**src/rtl/button_event_scheduler.sv**
```systemverilog
// button_event_scheduler: per-button press/auto-repeat event generation shared through a round-robin output slot
module button_event_scheduler #(
  parameter int N_BTN         = 5,
  parameter int HOLD_DELAY    = 50000000,
  parameter int REPEAT_PERIOD = 10000000,
  parameter int ID_W          = 3
) (
  input  logic             clk,
  input  logic             rst,
  input  logic [N_BTN-1:0] btn_in,
  output logic             evt_valid,
  input  logic             evt_ready,
  output logic [ID_W-1:0]  evt_id,
  output logic             evt_repeat,
  output logic [N_BTN-1:0] overflow,
  input  logic             ovf_clr
);
  localparam int MAXD = HOLD_DELAY > REPEAT_PERIOD ? HOLD_DELAY : REPEAT_PERIOD;
  localparam int CW   = $clog2(MAXD);
  typedef enum logic [1:0] {IDLE, HOLD, REPT} state_t;
  logic [N_BTN-1:0] btn_q, btn_d, pending_q, pending_d, pend_rep_q, pend_rep_d;
  logic [N_BTN-1:0] overflow_q, overflow_d, emit, emit_rep, consume;
  logic             post_rst_q, post_rst_d, valid_q, valid_d, rep_q, rep_d;
  logic [ID_W-1:0]  id_q, id_d, rr_q, rr_d, win, win_hi, win_lo;
  logic             any_hi, any_lo, rep_hi, rep_lo, win_rep, load;
  for (genvar i = 0; i < N_BTN; i++) begin : g_btn
    state_t          st_q, st_d;
    logic [CW-1:0]   cnt_q, cnt_d;
    logic            emit_b, emit_rep_b;
    assign emit[i]     = emit_b;
    assign emit_rep[i] = emit_rep_b;
    // press detection and hold/repeat timing; a button still held across reset is ignored until re-pressed
    always_comb begin
      st_d       = st_q;
      cnt_d      = cnt_q;
      emit_b     = 1'b0;
      emit_rep_b = 1'b0;
      case (st_q)
        IDLE: if (btn_in[i] && !btn_q[i] && !post_rst_q) begin
          emit_b = 1'b1;
          cnt_d  = '0;
          st_d   = HOLD;
        end
        HOLD: if (!btn_in[i]) st_d = IDLE;
          else if (cnt_q == CW'(HOLD_DELAY - 1)) begin
            emit_b     = 1'b1;
            emit_rep_b = 1'b1;
            cnt_d      = '0;
            st_d       = REPT;
          end else cnt_d = cnt_q + 1'b1;
        REPT: if (!btn_in[i]) st_d = IDLE;
          else if (cnt_q == CW'(REPEAT_PERIOD - 1)) begin
            emit_b     = 1'b1;
            emit_rep_b = 1'b1;
            cnt_d      = '0;
          end else cnt_d = cnt_q + 1'b1;
        default: st_d = IDLE;
      endcase
    end
    // per-button state and counter registers
    always_ff @(posedge clk) begin
      if (rst) begin
        st_q  <= IDLE;
        cnt_q <= '0;
      end else begin
        st_q  <= st_d;
        cnt_q <= cnt_d;
      end
    end
  end
  // round-robin pick: lowest pending index at or above rr_ptr, else lowest pending overall
  always_comb begin
    any_hi  = 1'b0;
    any_lo  = 1'b0;
    win_hi  = '0;
    win_lo  = '0;
    rep_hi  = 1'b0;
    rep_lo  = 1'b0;
    consume = '0;
    for (int j = N_BTN - 1; j >= 0; j--) begin
      if (pending_q[j]) begin
        any_lo = 1'b1;
        win_lo = ID_W'(j);
        rep_lo = pend_rep_q[j];
      end
      if (pending_q[j] && ID_W'(j) >= rr_q) begin
        any_hi = 1'b1;
        win_hi = ID_W'(j);
        rep_hi = pend_rep_q[j];
      end
    end
    win     = any_hi ? win_hi : win_lo;
    win_rep = any_hi ? rep_hi : rep_lo;
    load    = (!valid_q || evt_ready) && any_lo;
    for (int j = 0; j < N_BTN; j++) consume[j] = load && win == ID_W'(j);
  end
  // pending store: a consumed slot can take a new event the same cycle; otherwise a second event is dropped
  always_comb begin
    pending_d  = pending_q;
    pend_rep_d = pend_rep_q;
    overflow_d = ovf_clr ? '0 : overflow_q;
    btn_d      = btn_in;
    post_rst_d = rst;
    for (int j = 0; j < N_BTN; j++) begin
      if (consume[j]) pending_d[j] = 1'b0;
      if (emit[j] && (!pending_q[j] || consume[j])) begin
        pending_d[j]  = 1'b1;
        pend_rep_d[j] = emit_rep[j];
      end else if (emit[j]) overflow_d[j] = 1'b1;
    end
  end
  // output slot: refills whenever empty or accepted, and the pointer moves past the winner
  always_comb begin
    valid_d = (!valid_q || evt_ready) ? any_lo : valid_q;
    id_d    = load ? win : id_q;
    rep_d   = load ? win_rep : rep_q;
    rr_d    = load ? (win == ID_W'(N_BTN - 1) ? '0 : win + 1'b1) : rr_q;
  end
  // shared state registers
  always_ff @(posedge clk) begin
    post_rst_q <= post_rst_d;
    if (rst) begin
      btn_q      <= '0;
      pending_q  <= '0;
      pend_rep_q <= '0;
      overflow_q <= '0;
      valid_q    <= 1'b0;
      id_q       <= '0;
      rep_q      <= 1'b0;
      rr_q       <= '0;
    end else begin
      btn_q      <= btn_d;
      pending_q  <= pending_d;
      pend_rep_q <= pend_rep_d;
      overflow_q <= overflow_d;
      valid_q    <= valid_d;
      id_q       <= id_d;
      rep_q      <= rep_d;
      rr_q       <= rr_d;
    end
  end
  assign evt_valid  = valid_q;
  assign evt_id     = id_q;
  assign evt_repeat = rep_q;
  assign overflow   = overflow_q;
endmodule

```
**config.mk**
```make
export PLATFORM = sky130hd
export DESIGN_NAME = button_event_scheduler
export DESIGN_NICKNAME = d
export VERILOG_FILES = /design/src/rtl/button_event_scheduler.sv
export SDC_FILE = /design/constraint.sdc
export NUM_CORES = 1
export LEC_CHECK = 0
export BUFFER_PORTS_ARGS = -buffer_cell sky130_fd_sc_hd__buf_2
export CAP_MARGIN = 20
export CORE_AREA = 2 2 155 157
export CTS_BUF_LIST = sky130_fd_sc_hd__clkbuf_4
export CTS_CLUSTER_SIZE = 24
export DETAILED_ROUTE_END_ITERATION = 12
export DIE_AREA = 0 0 157 159
export GPL_TIMING_DRIVEN = 0
export PLACE_DENSITY = 0.63
export SETUP_SLACK_MARGIN = 0.2
export SYNTH_ARGS = -nofsm -noshare
export SYNTH_HDL_FRONTEND = slang
export SYNTH_SLANG_ARGS = --single-unit
export TNS_END_PERCENT = 30
```
**constraint.sdc**
```tcl
create_clock -name clk -period 2 [get_ports clk]
set_input_delay 0.2 -clock clk [delete_from_list [all_inputs] [get_ports clk]]
set_output_delay 0.2 -clock clk [all_outputs]
set_load 0.05 [all_outputs]
```
# == Yosys cells after proc, flatten, opt, wreduce, memory -nomap -nowiden ==
# Index checks and enable logic that the tools add are counted.
# totals
register_bits,169
word_cells,301
# op_classes
n_addsub,6
order_cmp,5
eq_ne,49
n_mux,144
n_reduce_logical,70
# op_table
op,count
2-to-1 mux 26 bit,25
case mux 26 bit (3 select lines),5
adder 26 x 1 -> 26 bit (second input constant),5
== test 26 x 24 -> 1 bit (second input constant),5
== test 26 bit (second input constant),5
2-to-1 mux 1 bit,66
2-to-1 mux 2 bit,20
!= test 2 bit (second input constant),20
2-to-1 mux 3 bit,12
case mux 2 bit (3 select lines),5
logical AND 1 bit,26
AND reduction 4 bit,5
!= test 3 bit (second input constant),5
case mux 1 bit (3 select lines),5
AND reduction 3 bit,5
nonzero test 3 bit,5
zero test 1 bit,12
== test 2 x 1 -> 1 bit (second input constant),5
== test 2 bit (second input constant),5
zero test 2 bit,5
case mux 1 bit (2 select lines),5
nonzero test 2 bit,5
== test 3 x 2 -> 1 bit (second input constant),2
>= comparator 1 x 3 -> 1 bit (first input constant),2
8 further kinds,14

# == Depth between registers and ports, before layout ==
# logic_depth
word_depth,13
depth_mapped,10

# == Worst setup path before layout ==
# OpenSTA, ideal clock, no wires.
# synth_timing
path_type,reg-to-reg
start,register g_btn[1].st_q[0]
end,register g_btn[1].cnt_q[15]
setup_time_ps,132
t_arrival_ps,2021
path_slack_ps,-154
stages_incl_launch_ff,10
path_buffers,1
path_cell_list,dfxtp_1 inv_1 ha_1 o21ai_2 o311ai_2 or4_1 buf_2 o21a_1 o21ai_0 a21oi_1
# synth_via
elab_chain_len,3
elab_cells_between_ends,9
cone_classes,5 x eq/ne; 1 x mux; 3 x reduce/logical
# synth_lines
item,line,source
from (decl),27,"state_t st_q, st_d;"
from (signal assigned),66,st_q <= st_d;
== test 2 x 1 -> 1 bit (tied with other cells),38,case (st_q)
!= test 2 bit (no line) or nonzero test 3 bit (tied branches),-,
AND reduction 4 bit (no line),-,
to (signal assigned),67,cnt_q <= cnt_d;
to (decl),28,"logic [CW-1:0] cnt_q, cnt_d;"
# Parallel ways exist; a longest one is shown, timed or not.
# A chain may end at the register's enable or synchronous reset.

# == Worst setup path in the final report ==
# layout_timing
start,register g_btn[2].cnt_q[16]
end,register g_btn[2].cnt_q[23]
# layout_via
elab_chain_len,4
elab_cells_between_ends,8
cone_classes,1 x add/sub; 2 x eq/ne; 5 x mux
# layout_lines
item,line
from (decl),28
from (signal assigned),67
adder 26 x 1 -> 26 bit (tied with other cells),"50, 56"
2-to-1 mux 26 bit (on tied branches),"52, 45"
2-to-1 mux 26 bit (on tied branches),"51, 44"
case mux 26 bit (3 select lines) *,38
# Mark *: on every way between the ends. The rest lies on a longest branch, timed or not. The select of a mux whose other input is x is not followed.

==> results.toml <==
[setup_path]
worstPathMaxFanout = 6
cp-start-kind = "flip-flop"
crit_path_end_kind = "flip-flop"
worstPathCellList = "or4b_4 > nor4_4 > nand2_2 > a32o_2 > nor2_8 > clkbuf_16 > nor2_2"
cp_slowest_cell = "or4b_4"
cpLargestDelayFamily = "simple AND/OR/NAND/NOR gates"
worst_ep_required_time_ps = 2470
worstPathArrival_ps = 2650
crit_type = "flip-flop to flip-flop"
reg2regPathDepth = 7
critPathBufInv = 1
crit_cells = 7
regToRegSetupSlack_ps = -180
cpPeakStageDelay_ps = 550

[routing]
drc = 0
wirelength_um = 24220
dr.pass1.iters = 5
vias = 8551
drt-vias-per-instance = 5.436
dr.first_iter.drc_count = 520
ant_nets = 0
avgRoutedWirePerCell_um = 15.40

[floorplanning]
die_x_um = 157
die_area_um2 = 24960
ios = 19
fp-row-count = 56
initial_utilization = 0.3946
core_um2 = 23190
die_y_um = 159

[synthesis]
synthFlopType = "dfxtp_1"
synth_simple_gate_area_frac = 0.3109
async_reset_ff_frac = 0
syn_avg_cell_area_um2 = 8.215
yosysSeqAreaShare = 0.3697
synth-compound-area-share = 0.1533
synth_edf_count = 0
synth_xor_area_frac = 0.07944
synth_top_family_by_area = "simple AND/OR/NAND/NOR gates"
syn-cell-area_um2 = 9151
syn-num-nets = 1151
synthAdderAreaFrac = 0.03828
ys_warn_count = 0
syn_inst = 1114
ys_ff_latch = 169
synthMuxAreaShare = 0.01203
yosysUniqueCellTypes = 91

[power]
ir_drop_v = 0.0003926
clock_power_share = 0.299
power_leakage_nw = 4.007
sw_frac_of_total = 0.3148
combinationalPowerShare = 0.213
p_seq_frac = 0.488
internal_power_mw = 4.971
p_switching_mw = 2.284
cellPowerDensity_nw_per_um2 = 602.4

[sta]
holdWs_ps = 42.88
hold_viol = 0
clock_skew_ps = 30.49
period_share = 1.089
slew_violations = 0
rsz0062_at_grt = "yes"
tightest_slew_ps = 827.0
max-slew-margin-rel = 0.4487
fin_ws_ps = -178.4
min_period_ps = 2178
max_freq_mhz = 459.0
setup_viol = 98

[worst_hold_path]
hp-class = "input pin to flip-flop"
hold_path_depth = 4

[finish]
final_cell_mix = "nor2_1, dfxtp_1, nand2_1"
stdcell_count = 1573
layout_commonest_cell = "nor2_1"
nNetsFinal = 1276
area_delta_synth_final_pct = 31.60
layout-drive-gt1-share = 0.3267

[global_route]
grt_antenna_before_repair = 2
grt_util_met3 = 0.03239
met1_usage = 0.2507
grt_first_pass_wirelength_um = 38860
grt_busiest_layer = "met2"
grt_overflow = 0
grt_usage = 0.1885
grt_pass1_vias = 7908
use_met2 = 0.3098
grt_max_degree = 17

[clock_tree]
root_buffer = "clkbuf_4"
cts.sinks = 169
cts_inserted_buffers = 17
clkLatencyLatePin_ps = 590
path_clk_slew_ps = 150
cts_tree = "built"
cts_max_level = 4
ctsLongestPathBuffers = 2

[placed_design]
dpl.hpwl_um = 15450
gp_congestion = 0.8687
io_buffers = 18
dp_cells = 1451

[run_status]
outcome = "finished with violations"
violations = "setup timing"

[run]
drv_cap = 0
what timing repair did:
item / in CTS / in global routing
buffers inserted: 45 / 27
hold buffers: 6 / 0
cloned: 6 / 4
hold endpoints to repair: 11 / 0
pin swaps: 96 / 83
resized for setup: 171 / 161
endpoints found under the setup margin: 157 / 157
cells by family after synthesis:
| group | count (synthesis) |
|---|---|
| xor+xnor | 83 |
| simple gates | 555 |
| mux | 11 |
| compound gates | 189 |
| buf+inv | 79 |
| flops | 169 |
| fa+ha+maj | 28 |
through the flow:
| step | cell area, um2 | power, mW | utilization | setup WS [ps] | TNS (ps) |
|---|---|---|---|---|---|
| 6_report | 12040 | 7.255 | 0.5193 | -178.4 | -9381 |
| 5_1_grt | 12040 | 7.580 | 0.5193 | -276.1 | -16420 |
| 4_1_cts | 11230 | 7.080 | 0.4840 | -163.9 | -5618 |
| 3_5_place_dp | 9881 | 4.685 | 0.4260 | -436.8 | -34850 |
| 3_3_place_gp | 9881 | 4.676 | 0.4260 | -416.2 | -33840 |
| 2_1_floorplan | 9392 | 4.417 | - | -16.39 | -174.2 |
final cells by class:
cell class | count | area, um2
Antenna cell | 2 | 5.005
Fill cell | 2149 | 11150
Tap cell | 319 | 399.1
Multi-Input combinational cell | 867 | 6491
Inverter | 48 | 180.2
Clock buffer | 18 | 135.1
Sequential cell | 169 | 3495
Clock inverter | 14 | 172.7
Timing Repair Buffer | 105 | 904.6
Buffer | 31 | 260.3
registers in the layout (all words and copies together), names as in the netlist:
name,count
evt_valid,1
evt_repeat,1
g_btn.cnt_q,130
btn_q,5
g_btn.st_q,10
overflow,5
pend_rep_q,5
evt_id,3
rr_q,3
post_rst_q,1
pending_q,5
power groups by stage:
stage	sequential (mW)	clock (mW)	combinational [mW]
floorplan	3.64	0	0.777
global placement	3.60	0	1.08
detailed placement	3.60	0	1.09
CTS	3.54	2.22	1.32
global route	3.55	2.36	1.66
finish	3.54	2.17	1.55
worst paths after layout:
check                                   startpoint                  to
worst max-delay path            g_btn[2].cnt_q[16]  g_btn[2].cnt_q[23]
worst max register to register  g_btn[2].cnt_q[16]  g_btn[2].cnt_q[23]
worst min register to register         overflow[1]         overflow[1]
worst min-delay path                       ovf_clr         overflow[1]
synth_stat cells, types with 14 or more instances:
| cell type | instances | area, um2 |
|---|---|---|
| a21oi_1 | 46 | 230.2 |
| and2_1 | 14 | 87.58 |
| and3_1 | 16 | 100.1 |
| clkbuf_1 | 14 | 52.55 |
| dfxtp_1 | 169 | 3383 |
| ha_1 | 28 | 350.3 |
| inv_1 | 48 | 180.2 |
| nand2_1 | 109 | 409.1 |
| nand3_1 | 71 | 355.3 |
| nand4_1 | 35 | 219.0 |
| nor2_1 | 171 | 641.9 |
| nor2b_1 | 16 | 100.1 |
| nor3_1 | 41 | 205.2 |
| o21ai_0 | 35 | 175.2 |
| xnor2_1 | 46 | 402.9 |
| xor2_1 | 37 | 324.1 |
worst register-to-register path, cell delays in order (launching register included):
cell,delay (ps)
dfxtp_2,370
or4b_4,550
nor4_4,260
nand2_2,150
a32o_2,330
nor2_8,190
clkbuf_16,180
nor2_2,30
layer usage:
metal  routed length [um]  part of all wire
met4                  401             0.017
met1                11210              0.46
met2                11880              0.49
met5                    0                 0
met3                  721             0.030
Note: power is estimated with default switching activity, not from simulation.
